===== src/rtl/blur_stream_ctrl.sv =====
// blur_stream_ctrl: stream sequencer for the 1-D TAPS-tap blur stencil.
// Gates linebuffer shifts with a valid/ready handshake, tracks col/row,
// and qualifies datapath results once a full row-local window is present.
//
// Ports:
//   clk, reset        clock, async active-high reset
//   start, clear      frame start (IDLE only), synchronous abort to IDLE
//   in_valid/in_ready source pixel handshake
//   lb_wen            linebuffer shift enable
//   out_valid/ready   datapath result handshake
//   out_last          last result of a row
//   out_frame_last    last result of the frame
//   done, busy        frame-complete pulse, FILL/STREAM activity
//   col, row          position of the next pixel to accept
module blur_stream_ctrl #(
   parameter int TAPS      = 4,
   parameter int LINE_W    = 64,
   parameter int NUM_LINES = 64,
   parameter int COL_W     = $clog2(LINE_W),
   parameter int ROW_W     = (NUM_LINES > 1) ? $clog2(NUM_LINES) : 1
) (
   input  logic             clk,
   input  logic             reset,
   input  logic             start,
   input  logic             clear,
   input  logic             in_valid,
   output logic             in_ready,
   output logic             lb_wen,
   output logic             out_valid,
   input  logic             out_ready,
   output logic             out_last,
   output logic             out_frame_last,
   output logic             done,
   output logic             busy,
   output logic [COL_W-1:0] col,
   output logic [ROW_W-1:0] row
);

   typedef enum logic [1:0] {
      IDLE,
      FILL,
      STREAM,
      DONE
   } state_t;

   localparam logic [COL_W-1:0] FILL_END = COL_W'(TAPS - 2);
   localparam logic [COL_W-1:0] LAST_COL = COL_W'(LINE_W - 1);
   localparam logic [ROW_W-1:0] LAST_ROW = ROW_W'(NUM_LINES - 1);

   state_t           state;
   state_t           state_nxt;
   logic [COL_W-1:0] col_nxt;
   logic [ROW_W-1:0] row_nxt;
   logic             row_end;
   logic             last_row;

   always_ff @(posedge clk or posedge reset) begin
      if (reset) begin
         state <= IDLE;
         col   <= '0;
         row   <= '0;
      end else begin
         state <= state_nxt;
         col   <= col_nxt;
         row   <= row_nxt;
      end
   end

   always_comb begin
      state_nxt      = state;
      col_nxt        = col;
      row_nxt        = row;
      in_ready       = 1'b0;
      out_valid      = 1'b0;
      row_end        = (col == LAST_COL);
      last_row       = (row == LAST_ROW);

      // Window filling ignores the sink; streaming ties the source
      // directly to the sink since tap 0 is the live input pixel.
      unique case (state)
         FILL:    in_ready = 1'b1;
         STREAM: begin
            in_ready  = out_ready;
            out_valid = in_valid;
         end
         default: ;
      endcase

      // clear suppresses the shift so an aborted pixel never enters
      // the linebuffer.
      lb_wen         = in_valid & in_ready & ~clear;
      out_last       = out_valid & row_end;
      out_frame_last = out_last & last_row;
      done           = (state == DONE);
      busy           = (state == FILL) || (state == STREAM);

      if (clear) begin
         state_nxt = IDLE;
         col_nxt   = '0;
         row_nxt   = '0;
      end else begin
         unique case (state)
            IDLE: begin
               if (start) begin
                  state_nxt = FILL;
                  col_nxt   = '0;
                  row_nxt   = '0;
               end
            end
            FILL: begin
               if (lb_wen) begin
                  col_nxt = col + 1'b1;
                  if (col == FILL_END) begin
                     state_nxt = STREAM;
                  end
               end
            end
            STREAM: begin
               if (lb_wen) begin
                  if (row_end) begin
                     // Stale taps of the previous row are flushed by
                     // the refill, so no linebuffer clear is needed.
                     col_nxt = '0;
                     if (last_row) begin
                        row_nxt   = '0;
                        state_nxt = DONE;
                     end else begin
                        row_nxt   = row + 1'b1;
                        state_nxt = FILL;
                     end
                  end else begin
                     col_nxt = col + 1'b1;
                  end
               end
            end
            DONE:    state_nxt = IDLE;
            default: state_nxt = IDLE;
         endcase
      end
   end

endmodule


===== config.mk =====
export PLATFORM = sky130hd
export DESIGN_NAME = blur_stream_ctrl
export DESIGN_NICKNAME = d
export VERILOG_FILES = /design/src/rtl/blur_stream_ctrl.sv
export SDC_FILE = /design/constraint.sdc
export NUM_CORES = 1
export LEC_CHECK = 0
export CAP_MARGIN = 20
export CORE_MARGIN = 2
export CORE_UTILIZATION = 35
export CTS_CLUSTER_SIZE = 24
export DETAILED_ROUTE_END_ITERATION = 10
export PLACE_DENSITY = 0.68
export SLEW_MARGIN = 40
export SYNTH_ARGS = -nofsm -noshare
export SYNTH_HDL_FRONTEND = slang
export SYNTH_SLANG_ARGS = --single-unit

===== constraint.sdc =====
create_clock -name clk -period 2.59 [get_ports clk]
set_clock_uncertainty 0.15 [all_clocks]
set_input_delay 0.518 -clock clk [delete_from_list [all_inputs] [get_ports clk]]
set_output_delay 0.518 -clock clk [all_outputs]
set_load 0.01 [all_outputs]

Yosys cells after proc, flatten, opt, wreduce, memory -nomap -nowiden
Index checks and enable logic that the tools add are counted.
{"block": "totals", "register_bits": 14, "out_inout_bits": 19}
{"block": "classes", "add_sub_neg": 2, "eq_ne": 11, "mux": 21, "bitwise": 5, "reduce_logical": 7}
{"op": "$mux 6", "count": 9}
{"op": "$pmux 6 s3", "count": 1}
{"op": "$mux 2", "count": 7}
{"op": "$add 6x1->6 const B", "count": 2}
{"op": "$eq 6x6->1 const B", "count": 2}
{"op": "$ne 3x3->1 const B", "count": 4}
{"op": "$pmux 6 s2", "count": 1}
{"op": "$pmux 2 s4", "count": 1}
{"op": "$reduce_and 4->1", "count": 2}
{"op": "$eq 6x2->1 const B", "count": 1}
{"op": "$reduce_and 5->1", "count": 1}
{"op": "$and 1x1->1", "count": 4}
{"op": "$eq 2x2->1 const B", "count": 2}
{"op": "$reduce_bool 4->1", "count": 1}
{"op": "$ne 3x2->1 const B", "count": 1}
{"op": "$reduce_bool 3->1", "count": 1}
{"op": "$eq 2x1->1 const B", "count": 1}
{"op": "$logic_not 2->1", "count": 1}
{"op": "$pmux 1 s2", "count": 1}
{"op": "$logic_or 1x1->1", "count": 1}
{"op": "$mux 1", "count": 1}
{"op": "$not 1->1", "count": 1}

Logic depth before layout (Yosys ltp)
Gate-level depths: netlist of run 1.
{"block": "depth", "depth_word": 7, "depth_mapped": 8}

Worst setup path after synthesis of run 1
No wires, ideal clock.
{"block": "synth_path", "kind": "register -> register", "start": "register state[0]", "end": "register col[4]", "setup_time_ns": 0.066, "t_arrival_ns": 1.962, "t_required_ns": 2.374, "setup_slack_ns": 0.412, "stages_incl_launch_ff": 8, "path_buffers": 0, "path_cell_list": "dfrtp_1 -> inv_1 -> ha_1 -> nand2_1 -> nor4_1 -> a311oi_2 -> or4_1 -> nand2_1"}
{"block": "synth_via", "elab_chain_cells": 6, "elab_cells_between_ends": 13}
{"item": "start: declaration", "line": "50", "rtl": "state_t state;"}
{"item": "start signal: assignment", "line": "63", "rtl": "state <= state_nxt;"}
{"item": "$eq 2x2->1 or $eq 2x1->1 (tied branches)", "line": "80, 102"}
{"item": "$pmux 1 s2", "line": "80", "rtl": "unique case (state)"}
{"item": "$and 1x1->1 (2 in a row)", "line": "91", "rtl": "lb_wen = in_valid & in_ready & ~clear;"}
{"item": "$ne 3x3->1 (no line)"}
{"item": "$reduce_and 4->1 (no line)"}
{"item": "end signal: assignment", "line": "64", "rtl": "col <= col_nxt;"}
{"item": "end: declaration", "line": "35", "rtl": "output logic [COL_W-1:0] col,"}
Parallel ways exist; a longest one is shown, timed or not.
A chain may end at the register's enable or synchronous reset.

Final worst setup path of run 1
{"block": "layout_path", "start": "register state[1]", "end": "output in_ready"}
{"block": "layout_via", "elab_chain_cells": 2, "elab_cells_between_ends": 3}
{"item": "$eq 2x2->1 or $eq 2x1->1 (tied branches)", "line": "80"}
{"item": "$pmux 1 s2 (*)", "line": "80"}
{"item": "end: declaration", "line": "27", "rtl": "output logic in_ready,"}
Every way passes the cells marked *; elsewhere a longest branch is shown, timed or not.

==> impl_metrics.tcl, run 1 <==
set metrics [dict create \
    status "finished clean" \
    synth_edf_count 0 \
    seq_area_frac_synth 0.3444 \
    peakVddDrop_mv 0.3643 \
    grt_max_degree 15 \
    grt_pass1_wl_mm 4.429 \
    track_usage 0.1699 \
    dr.pass1.iters 4 \
    rsz0062_at_grt "false" \
    crit_path_max_fanout 3 \
    worstMarginPinSlew_ns 0.5841 \
    total_power_uw 829.0 \
    clock_path_buffers 2 \
    cts_made_buffers 3 \
    route.met2.wl_mm 1.188 \
    preCtsSetupSlack_ns -0.07040 \
    fin_crit_sh 0.9668 \
    topRoutingLayerUsed "met4" \
    hp-class "reg -> reg" \
    grt-ovfl-total 0 \
    cts_sinks 14 \
    crit_end "in_ready" \
    die_area_um2 3354 \
    syn_area_per_cell_um2 8.845 \
    hold_ws_ns 0.3913 \
    ant_nets 0 \
    cts_max_level 1 \
    power.density_nw_per_um2 567.8 \
    reg2regPathDepth 9 \
    setup_ws_ns 0.08610 \
    grt_pass1_vias 996 \
    syn_to_final_growth_pct 43.54 \
    drive_gt1_frac 0.2138 \
    final_area_um2 1460 \
    met3WireLength_um 87 \
    cts_tree "yes" \
    synth_top_family_by_area "simple AND/OR/NAND/NOR gates" \
    slew_viol_final 0 \
    synth_nets 129 \
    max_cap_violations 0 \
    fmaxAchievable_ghz 0.3994 \
    routed_wirelength_mm 2.522 \
    ys_async_sr_fraction 1.000 \
    dp_hpwl_mm 1.915 \
    wl_met1_mm 1.206 \
    finalHoldViolCount 0 \
    design.core.area_um2 2758 \
    synth-adder-area-share 0.09840 \
    diodes 0 \
    die_x_um 57.91 \
    port_buffers 24 \
    vias_per_cell 5.332 \
    finalNetCount 174 \
    antenna_found_initial 0 \
    die_y_um 57.91 \
    crit_path_start_kind "flop" \
    power_leakage_uw 0.0006720 \
    io-pin-count 25 \
    fillers 273 \
    r2r-start "state[1]" \
    rows 19 \
    ys_seq_elements 14 \
    r2r_slack_ns 0.22 \
    place_area_um2 1389 \
    fin_crit_ns 2.504 \
    clkLatencyLatePin_ns 0.28 \
    crit_required_ns 1.92 \
    syn_inst 115 \
    synthSimpleGateAreaFrac 0.3026 \
    synth_compound_area_frac 0.2017 \
    cp-end-kind "output port" \
    drc_errors 0 \
    criticalPathCategory "reg -> out" \
    drt_iter0_markers 21 \
    r2r_end "col[5]" \
    finalSetupTns_ns 0 \
    path_clk_slew_ns 0.09 \
    start_util 0.3689 \
    place.gp.congestion 0.8065 \
    syn_area_um2 1017 \
    setup_viol 0 \
    cp.arrival_ns 1.84 \
    ctsRootBufferMaster "clkbuf_4" \
    synth_cell_type_count 39 \
    synthMuxAreaShare 0.01107 \
    synthXorXnorAreaFrac 0 \
    synth-main-ff-cell "dfrtp_1" \
    relSlewSlack 0.6102 \
    cp-startpoint "state[1]" \
    wl_per_cell_um 13.27 \
    via_count 1013 \
    ys_warn_count 0 \
]
-- synth_stat cells (all sizes together), types with 3 or more instances --
| cell | instances | area share |
|---|---|---|
| nor3 | 3 | 0.015 |
| nor2 | 8 | 0.030 |
| nor2b | 5 | 0.031 |
| o21ai | 11 | 0.054 |
| dfrtp | 14 | 0.34 |
| and3 | 4 | 0.026 |
| a21oi | 6 | 0.030 |
| o31ai | 5 | 0.037 |
| inv | 8 | 0.030 |
| nand3 | 5 | 0.025 |
| ha | 8 | 0.098 |
| nand2 | 9 | 0.036 |
-- layout by cell type (no fill, tap or decap), drive strengths merged, types with 2 or more instances in the layout --
cell type | synthesis | routed
nand2b | 2 | 2
dlygate4sd2 | 0 | 3
clkdlybuf4s50 | 0 | 21
buf | 2 | 18
clkbuf | 0 | 4
nor2 | 8 | 8
inv | 8 | 8
nand2 | 9 | 9
or2 | 2 | 2
nor3 | 3 | 3
dfrtp | 14 | 14
o31ai | 5 | 5
and3 | 4 | 4
o22ai | 2 | 2
a21oi | 6 | 6
o21ai | 11 | 11
nor2b | 5 | 5
and4 | 2 | 2
nand3 | 5 | 5
nor4b | 2 | 2
ha | 8 | 8
-- per-stage QoR --
step / utilization / std cells
finish: 0.5295 / 190
global route: 0.5295 / 190
CTS: 0.5259 / 189
detailed placement: 0.5036 / 182
global placement: 0.5036 / 182
floorplan: - / 115
-- sequential cells by signal (all words and copies together), names as in the netlist --
register  count
row           6
state         2
col           6
-- cell type report --
cell class | count | area (um2) | share of cell area
inverters | 8 | 30.03 | 0.02057
clock buffers | 4 | 36.28 | 0.02485
flip-flops and latches | 14 | 350.3 | 0.2399
multi-input cells | 91 | 633.1 | 0.4336
repair buffers | 42 | 371.6 | 0.2545
well taps | 31 | 38.79 | 0.02656
-- where the power goes --
group / internal (uW) / switching [uW]
combinational: 208 / 216
sequential: 232 / 11.1
clock: 85.6 / 76.3
-- kinds of logic (layout without fill, tap and decap cells) --
group                      count (synthesis)  in the layout
and+or+nand+nor                           51             51
buffers and inverters                     10             54
muxes                                      1              1
DFF                                       14             14
AOI/OAI and AO/OA                         31             31
adders and majority gates                  8              8
-- worst min-delay path by stage --
stage / from / end / slack [ns] / depth (start not counted)
6_report: row[2] / row[2] / 0.39 / 1
5_1_grt: row[2] / row[2] / 0.42 / 1
4_1_cts: row[2] / row[2] / 0.39 / 1
3_5_place_dp: row[2] / row[2] / 0.37 / 1
3_3_place_gp: row[2] / row[2] / 0.36 / 1
2_1_floorplan: reset / col[0] / 0.26 / 1
-- metal layers --
metal	up-vias	global-route usage
li1	514	-
met1	470	0.2243
met2	24	0.2744
met3	5	0.02232
met4	0	0.08306
met5	-	0
-- critical path: stages (launching register included) --
cell	delay, ns
dfrtp_1	0.40
buf_4	0.14
ha_2	0.18
a21oi_2	0.17
and2b_1	0.19
clkdlybuf4s50_1	0.47
-- timing repair --
item,CTS,global route
pin swaps,1,1
resized for setup,6,1
endpoints found under the setup margin,4,2
buffers inserted,3,1
hold buffers,0,0
Power figures use the tool's default switching activity.
==> inputs of run 2 (changes only) <==
--- a/config.mk
+++ b/config.mk
@@ -5,7 +5,7 @@
 export SDC_FILE = /design/constraint.sdc
 export NUM_CORES = 1
 export LEC_CHECK = 0
-export CAP_MARGIN = 20
+export CAP_MARGIN = 25
 export CORE_MARGIN = 2
 export CORE_UTILIZATION = 35
 export CTS_CLUSTER_SIZE = 24
==> results of run 2 <==
No change in the layout: final DEF, timing and power equal those of run 1.
==> inputs of run 3 (changes only) <==
--- a/config.mk
+++ b/config.mk
@@ -5,7 +5,7 @@
 export SDC_FILE = /design/constraint.sdc
 export NUM_CORES = 1
 export LEC_CHECK = 0
-export CAP_MARGIN = 25
+export CAP_MARGIN = 5
 export CORE_MARGIN = 2
 export CORE_UTILIZATION = 35
 export CTS_CLUSTER_SIZE = 24
==> results of run 3 <==
No change in the layout: final DEF, timing and power equal those of run 1.
